$ cat src/rtl/lock_pkg.sv
// Shared types and default constants for the keypad lock controller.
// Also holds the digit-validity helper used when programming a new code.
package lock_pkg;

    typedef enum logic [1:0] {
        LOCKED,
        UNLOCKED,
        PROG_WAIT,
        LOCKOUT
    } lock_state_e;

    localparam logic [15:0] DEFAULT_CODE_C   = 16'h1234;
    localparam int          UNLOCK_CYCLES_C  = 1250;
    localparam int          LOCKOUT_CYCLES_C = 7500;
    localparam int          PROG_CYCLES_C    = 3750;
    localparam int          MAX_FAILS_C      = 3;
    localparam int          TIMER_W          = 13;

    // Digits E and F are reserved keys and may not appear in a stored code.
    function automatic logic has_bad_nibble(logic [15:0] c);
        logic bad;
        bad = 1'b0;
        for (int i = 0; i < 4; i++) begin
            if (c[4*i +: 4] >= 4'hE) begin
                bad = 1'b1;
            end
        end
        return bad;
    endfunction

endpackage

$ cat src/rtl/lock_ctrl_if.sv
// Keypad-side bundle: entered code, programming request and lock status.
// The driver of the keypad is the master; the lock controller is the slave.
interface lock_ctrl_if;
    logic        start;
    logic [15:0] code_in;
    logic        prog_req;
    logic        unlock;
    logic        alarm;
    logic        prog_mode;
    logic [1:0]  fail_cnt;
    logic        code_changed;
    logic        code_reject;

    modport master (
        output start, code_in, prog_req,
        input  unlock, alarm, prog_mode, fail_cnt,
        input  code_changed, code_reject
    );

    modport slave (
        input  start, code_in, prog_req,
        output unlock, alarm, prog_mode, fail_cnt,
        output code_changed, code_reject
    );
endinterface

$ cat src/rtl/lock_timer.sv
// 13-bit down-counter with synchronous load; holds at zero once it gets there.
// The zero flag reflects the current count.
module lock_timer
    import lock_pkg::*;
(
    input  logic               clk,
    input  logic               rst,
    input  logic               load,
    input  logic [TIMER_W-1:0] load_val,
    output logic               zero
);

    logic [TIMER_W-1:0] cnt_q, cnt_d;

    assign zero = (cnt_q == '0);

    always_comb begin
        cnt_d = cnt_q;
        if (load) begin
            cnt_d = load_val;
        end else if (!zero) begin
            cnt_d = cnt_q - 1'b1;
        end
    end

    always_ff @(posedge clk) begin
        if (rst) begin
            cnt_q <= '0;
        end else begin
            cnt_q <= cnt_d;
        end
    end

endmodule

$ cat src/rtl/lock_ctrl.sv
// Keypad lock: code compare, failure lockout and code reprogramming.
// All status outputs are registered copies of the next-state decode.
module lock_ctrl
    import lock_pkg::*;
#(
    parameter logic [15:0] DEFAULT_CODE   = DEFAULT_CODE_C,
    parameter int          UNLOCK_CYCLES  = UNLOCK_CYCLES_C,
    parameter int          LOCKOUT_CYCLES = LOCKOUT_CYCLES_C,
    parameter int          PROG_CYCLES    = PROG_CYCLES_C,
    parameter int          MAX_FAILS      = MAX_FAILS_C
) (
    input logic         clk,
    input logic         rst,
    lock_ctrl_if.slave  bus
);

    // Loading N-1 makes a state last exactly N cycles: it exits on zero.
    localparam logic [TIMER_W-1:0] UNLOCK_LD  = TIMER_W'(UNLOCK_CYCLES - 1);
    localparam logic [TIMER_W-1:0] LOCKOUT_LD = TIMER_W'(LOCKOUT_CYCLES - 1);
    localparam logic [TIMER_W-1:0] PROG_LD    = TIMER_W'(PROG_CYCLES - 1);
    localparam logic [1:0]         MAX_LD     = 2'(MAX_FAILS);

    lock_state_e        state_q, state_d;
    logic [15:0]        code_q, code_d;
    logic [1:0]         fail_q, fail_d;
    logic               unlock_q, unlock_d;
    logic               alarm_q, alarm_d;
    logic               prog_q, prog_d;
    logic               changed_q, changed_d;
    logic               reject_q, reject_d;
    logic               t_load;
    logic [TIMER_W-1:0] t_val;
    logic               t_zero;

    lock_timer u_timer (
        .clk      (clk),
        .rst      (rst),
        .load     (t_load),
        .load_val (t_val),
        .zero     (t_zero)
    );

    always_comb begin
        state_d   = state_q;
        code_d    = code_q;
        fail_d    = fail_q;
        t_load    = 1'b0;
        t_val     = '0;
        changed_d = 1'b0;
        reject_d  = 1'b0;
        case (state_q)
            LOCKED: begin
                if (bus.start) begin
                    if (bus.code_in == code_q) begin
                        state_d = UNLOCKED;
                        t_load  = 1'b1;
                        t_val   = UNLOCK_LD;
                        fail_d  = '0;
                    end else begin
                        fail_d = (fail_q == 2'd3) ? fail_q : fail_q + 2'd1;
                        if (fail_d >= MAX_LD) begin
                            state_d = LOCKOUT;
                            t_load  = 1'b1;
                            t_val   = LOCKOUT_LD;
                        end
                    end
                end
            end
            UNLOCKED: begin
                if (t_zero) begin
                    state_d = LOCKED;
                end else if (bus.prog_req) begin
                    state_d = PROG_WAIT;
                    t_load  = 1'b1;
                    t_val   = PROG_LD;
                end
            end
            PROG_WAIT: begin
                if (bus.start) begin
                    state_d = LOCKED;
                    t_load  = 1'b1;
                    if (has_bad_nibble(bus.code_in)) begin
                        reject_d = 1'b1;
                    end else begin
                        code_d    = bus.code_in;
                        changed_d = 1'b1;
                    end
                end else if (t_zero) begin
                    state_d = LOCKED;
                end
            end
            LOCKOUT: begin
                if (t_zero) begin
                    state_d = LOCKED;
                    fail_d  = '0;
                end
            end
            default: state_d = LOCKED;
        endcase
        unlock_d = (state_d == UNLOCKED);
        alarm_d  = (state_d == LOCKOUT);
        prog_d   = (state_d == PROG_WAIT);
    end

    always_ff @(posedge clk) begin
        if (rst) begin
            state_q   <= LOCKED;
            code_q    <= DEFAULT_CODE;
            fail_q    <= '0;
            unlock_q  <= 1'b0;
            alarm_q   <= 1'b0;
            prog_q    <= 1'b0;
            changed_q <= 1'b0;
            reject_q  <= 1'b0;
        end else begin
            state_q   <= state_d;
            code_q    <= code_d;
            fail_q    <= fail_d;
            unlock_q  <= unlock_d;
            alarm_q   <= alarm_d;
            prog_q    <= prog_d;
            changed_q <= changed_d;
            reject_q  <= reject_d;
        end
    end

    assign bus.unlock       = unlock_q;
    assign bus.alarm        = alarm_q;
    assign bus.prog_mode    = prog_q;
    assign bus.fail_cnt     = fail_q;
    assign bus.code_changed = changed_q;
    assign bus.code_reject  = reject_q;

endmodule

$ cat src/flat_wrapper.sv
// flat-port wrapper written by rule: the top's interface ports become plain ports
module lock_ctrl_flat import lock_pkg::*;
#(
    parameter logic [15:0] DEFAULT_CODE   = DEFAULT_CODE_C,
    parameter int          UNLOCK_CYCLES  = UNLOCK_CYCLES_C,
    parameter int          LOCKOUT_CYCLES = LOCKOUT_CYCLES_C,
    parameter int          PROG_CYCLES    = PROG_CYCLES_C,
    parameter int          MAX_FAILS      = MAX_FAILS_C
)
  (clk, rst, bus_start, bus_code_in, bus_prog_req, bus_unlock, bus_alarm, bus_prog_mode, bus_fail_cnt, bus_code_changed, bus_code_reject);
  lock_ctrl_if bus_i ();
  input logic clk;
  input logic rst;
  input wire logic [$bits(bus_i.start)-1:0] bus_start;
  input wire logic [$bits(bus_i.code_in)-1:0] bus_code_in;
  input wire logic [$bits(bus_i.prog_req)-1:0] bus_prog_req;
  output wire logic [$bits(bus_i.unlock)-1:0] bus_unlock;
  output wire logic [$bits(bus_i.alarm)-1:0] bus_alarm;
  output wire logic [$bits(bus_i.prog_mode)-1:0] bus_prog_mode;
  output wire logic [$bits(bus_i.fail_cnt)-1:0] bus_fail_cnt;
  output wire logic [$bits(bus_i.code_changed)-1:0] bus_code_changed;
  output wire logic [$bits(bus_i.code_reject)-1:0] bus_code_reject;
  assign bus_i.start = bus_start;
  assign bus_i.code_in = bus_code_in;
  assign bus_i.prog_req = bus_prog_req;
  assign bus_unlock = bus_i.unlock;
  assign bus_alarm = bus_i.alarm;
  assign bus_prog_mode = bus_i.prog_mode;
  assign bus_fail_cnt = bus_i.fail_cnt;
  assign bus_code_changed = bus_i.code_changed;
  assign bus_code_reject = bus_i.code_reject;
  lock_ctrl #(.DEFAULT_CODE(DEFAULT_CODE), .UNLOCK_CYCLES(UNLOCK_CYCLES), .LOCKOUT_CYCLES(LOCKOUT_CYCLES), .PROG_CYCLES(PROG_CYCLES), .MAX_FAILS(MAX_FAILS)) u_core (.clk(clk), .rst(rst), .bus(bus_i));
endmodule
$ cat config.mk
export PLATFORM = sky130hd
export DESIGN_NAME = lock_ctrl_flat
export DESIGN_NICKNAME = d
export VERILOG_FILES = /design/src/rtl/lock_pkg.sv /design/src/rtl/lock_ctrl_if.sv /design/src/rtl/lock_timer.sv /design/src/rtl/lock_ctrl.sv /design/src/flat_wrapper.sv
export SDC_FILE = /design/constraint.sdc
export NUM_CORES = 1
export LEC_CHECK = 0
export CORE_UTILIZATION = 40
export CTS_CLUSTER_SIZE = 16
export DETAILED_ROUTE_END_ITERATION = 10
export HOLD_SLACK_MARGIN = 0.06
export REMOVE_ABC_BUFFERS = 1
export SLEW_MARGIN = 5
export SYNTH_ARGS = -nofsm -noshare
export SYNTH_HDL_FRONTEND = slang
export SYNTH_SLANG_ARGS = --single-unit
$ cat constraint.sdc
create_clock -name clk -period 7.4 [get_ports clk]
set_input_delay 1.48 -clock clk [delete_from_list [all_inputs] [get_ports clk]]
set_output_delay 1.48 -clock clk [all_outputs]
set_load 0.01 [all_outputs]
==> impl_metrics.tcl <==
set metrics [dict create \
    wire_per_inst_um 14.6 \
    status "finished clean" \
    cts_root_buffer "clkbuf_8" \
    antenna_cells 0 \
    dieArea_um2 5120 \
    cp_data_required_time_ns 7.58 \
    ant_nets 0 \
    finalHoldViolations 0 \
    first_pass_iters 4 \
    post-cts-setup-buffers 0 \
    cp-start-kind "input port" \
    ys_ff_latch 38 \
    drt_iter0_drc 84 \
    reg2reg_slack_ns 4.69 \
    gr-usage-all-layers 0.180 \
    fin_setup_tns_ns 0 \
    dieHeight_um 71.6 \
    cp-startpoint "bus_code_in[15]" \
    rows 24 \
    synth-edff-count 0 \
    num-fill-cells 439 \
    ctsHtreeMaxLevel 2 \
    die_w_um 71.6 \
    synth_cell_types 46 \
    viasPerCell 5.60 \
    nNetsFinal 258 \
    crit_path_end_kind "flip-flop" \
    async_reset_ff_frac 0 \
    gp_congestion 0.800 \
    first_global_vias 1505 \
    worstPathArrival_ns 4.12 \
    cts_resized 0 \
    maxCapViolations 0 \
    synth_area_um2 1940 \
    period_share 0.532 \
    route.detailed.drc 0 \
    antenna_found_initial 0 \
    post-route-min-period_ns 3.94 \
    power_leakage_uw 0.000852 \
    slew_viol_final 0 \
    io_buffer_count 26 \
    grt_max_degree 34 \
    overflow 0 \
    cts_tree "done" \
    cts_sinks 38 \
    cts_buffer_depth 2 \
    ys_warn_count 0 \
    drive_gt1_frac 0.0798 \
    grt_pass1_wl_mm 7.15 \
    post-dp-hpwl_mm 2.99 \
    start_util 0.430 \
    routed_wl_mm 4.24 \
    powerDensity_nw_per_um2 305 \
    whs_ns 0.464 \
    syn_inst 215 \
    hp-start "u_core.bus.fail_cnt[0]" \
    ys.flop_type "dfxtp_1" \
    rr_startpoint "u_core.u_timer.cnt_q[0]" \
    worst_pin_slew_ns 0.986 \
    fmax_ghz 0.254 \
    core_um2 4500 \
    clkTransAtPathRegs_ns 0.07 \
    io_pins 27 \
    maxSlewHeadroom 0.337 \
    vias 1623 \
    finClkSkew_ns 0.00209 \
    setup_violations 0 \
    ir_worst_vdd_v 0.000122 \
    post_synth.cell_area_avg_um2 9.00 \
    numCtsBuffers 5 \
    hold_buffers 0 \
    rsz0062_at_grt "no" \
    yosysSeqAreaShare 0.393 \
    clkLatencyLatePin_ns 0.29 \
    path_max_fanout 17 \
    multi_input_area_um2 1090 \
    regArea_um2 761 \
    area_growth_pct 19.3 \
    min_path_type "reg -> reg" \
    path_class "in -> reg" \
]
## final timing paths
path                            depth (start not counted)                       end
worst max register to register                          7    u_core.bus.fail_cnt[1]
worst min register to register                          2    u_core.bus.fail_cnt[0]
worst max-delay path                                    6  u_core.u_timer.cnt_q[10]
worst min-delay path                                    2    u_core.bus.fail_cnt[0]
## cell usage after synthesis (5+ instances only)
library cell | number | area (µm²)
clkbuf_1 | 7 | 26.3
buf_2 | 5 | 25.0
xor2_1 | 20 | 175
nor4_1 | 9 | 56.3
dfxtp_1 | 38 | 761
nand3_1 | 8 | 40.0
a21oi_1 | 5 | 25.0
inv_1 | 5 | 18.8
nor3_1 | 7 | 35.0
nor2_1 | 20 | 75.1
nand2b_1 | 5 | 31.3
nand2_1 | 14 | 52.6
o211ai_1 | 7 | 52.6
mux2i_1 | 16 | 160
a221oi_1 | 5 | 43.8
## registers in the layout (all words and copies together), names as in the netlist
signal                   cells
u_core.bus.alarm             1
u_core.bus.code_changed      1
u_core.bus.code_reject       1
u_core.bus.fail_cnt          2
u_core.bus.prog_mode         1
u_core.bus.unlock            1
u_core.code_q               16
u_core.state_q               2
u_core.u_timer.cnt_q        13
## per-layer routing
layer | up-vias | global-route usage | routed length (µm)
met5 | - | 0 | 0
met4 | 0 | 0.0697 | 57
met3 | 9 | 0.0338 | 195
met2 | 45 | 0.265 | 1830
met1 | 743 | 0.262 | 2160
li1 | 826 | - | -
## report_power, final
group,switching (µW),leakage [µW],internal (µW)
logic,152,0.000494,135
clock network,72.5,0.0000482,75.2
registers,31.3,0.000309,238
## critical path, stage by stage
cell             delay, ns
clkdlybuf4s50_1       0.45
xor2_1                0.16
nor4_1                0.38
nand4_1               0.66
or2_2                 0.64
a221oi_1              0.34
## layout make-up
| cell class | count | share of cell area |
|---|---|---|
| clock buffer | 7 | 0.0374 |
| inverter | 6 | 0.00975 |
| clock inverter | 1 | 0.00217 |
| tap | 52 | 0.0282 |
| multi-input combinational | 158 | 0.474 |
| sequential | 38 | 0.329 |
| timing repair buffer | 28 | 0.119 |
## per-stage QoR
stage                     utilization  power (µW)  cells  instance area [µm²]  setup WS [ns]
after detailed placement        0.493         557    282                 2220           3.21
after global placement          0.493         559    282                 2220           3.27
after floorplan                     -         488    202                 1870           3.62
after global routing            0.513         756    290                 2310           3.31
after CTS                       0.513         709    290                 2310           3.47
final                           0.513         704    290                 2310           3.46
## logic make-up (layout without fill, tap and decap cells)
group	Yosys count	after routing	share of synthesized area
xor gates and xnor gates	24	24	0.109
buffers and inverters	19	42	0.0440
AOI/OAI and AO/OA	41	41	0.166
and+or+nand+nor	76	76	0.199
DFF	38	38	0.393
adders and majority gates	1	1	0.00646
muxes	16	16	0.0827
## cells in the final DEF (no fill, tap or decap), types with 3 or more instances in the layout
cell type        Yosys  layout
or4_1                3       3
xnor2_1              4       4
nor3_1               7       6
a31oi_1              4       4
nor4_1               9       9
xor2_1              20      20
dfxtp_1             38      38
mux2i_1             16      16
a21oi_1              5       5
nand2b_1             5       5
a221oi_1             5       5
inv_1                5       5
o211ai_1             7       7
nor2_1              20      20
nand2_1             14      14
clkbuf_8             0       6
clkdlybuf4s50_1      0      26
nand3_1              8       8
Note: power is estimated with default switching activity, not from simulation.
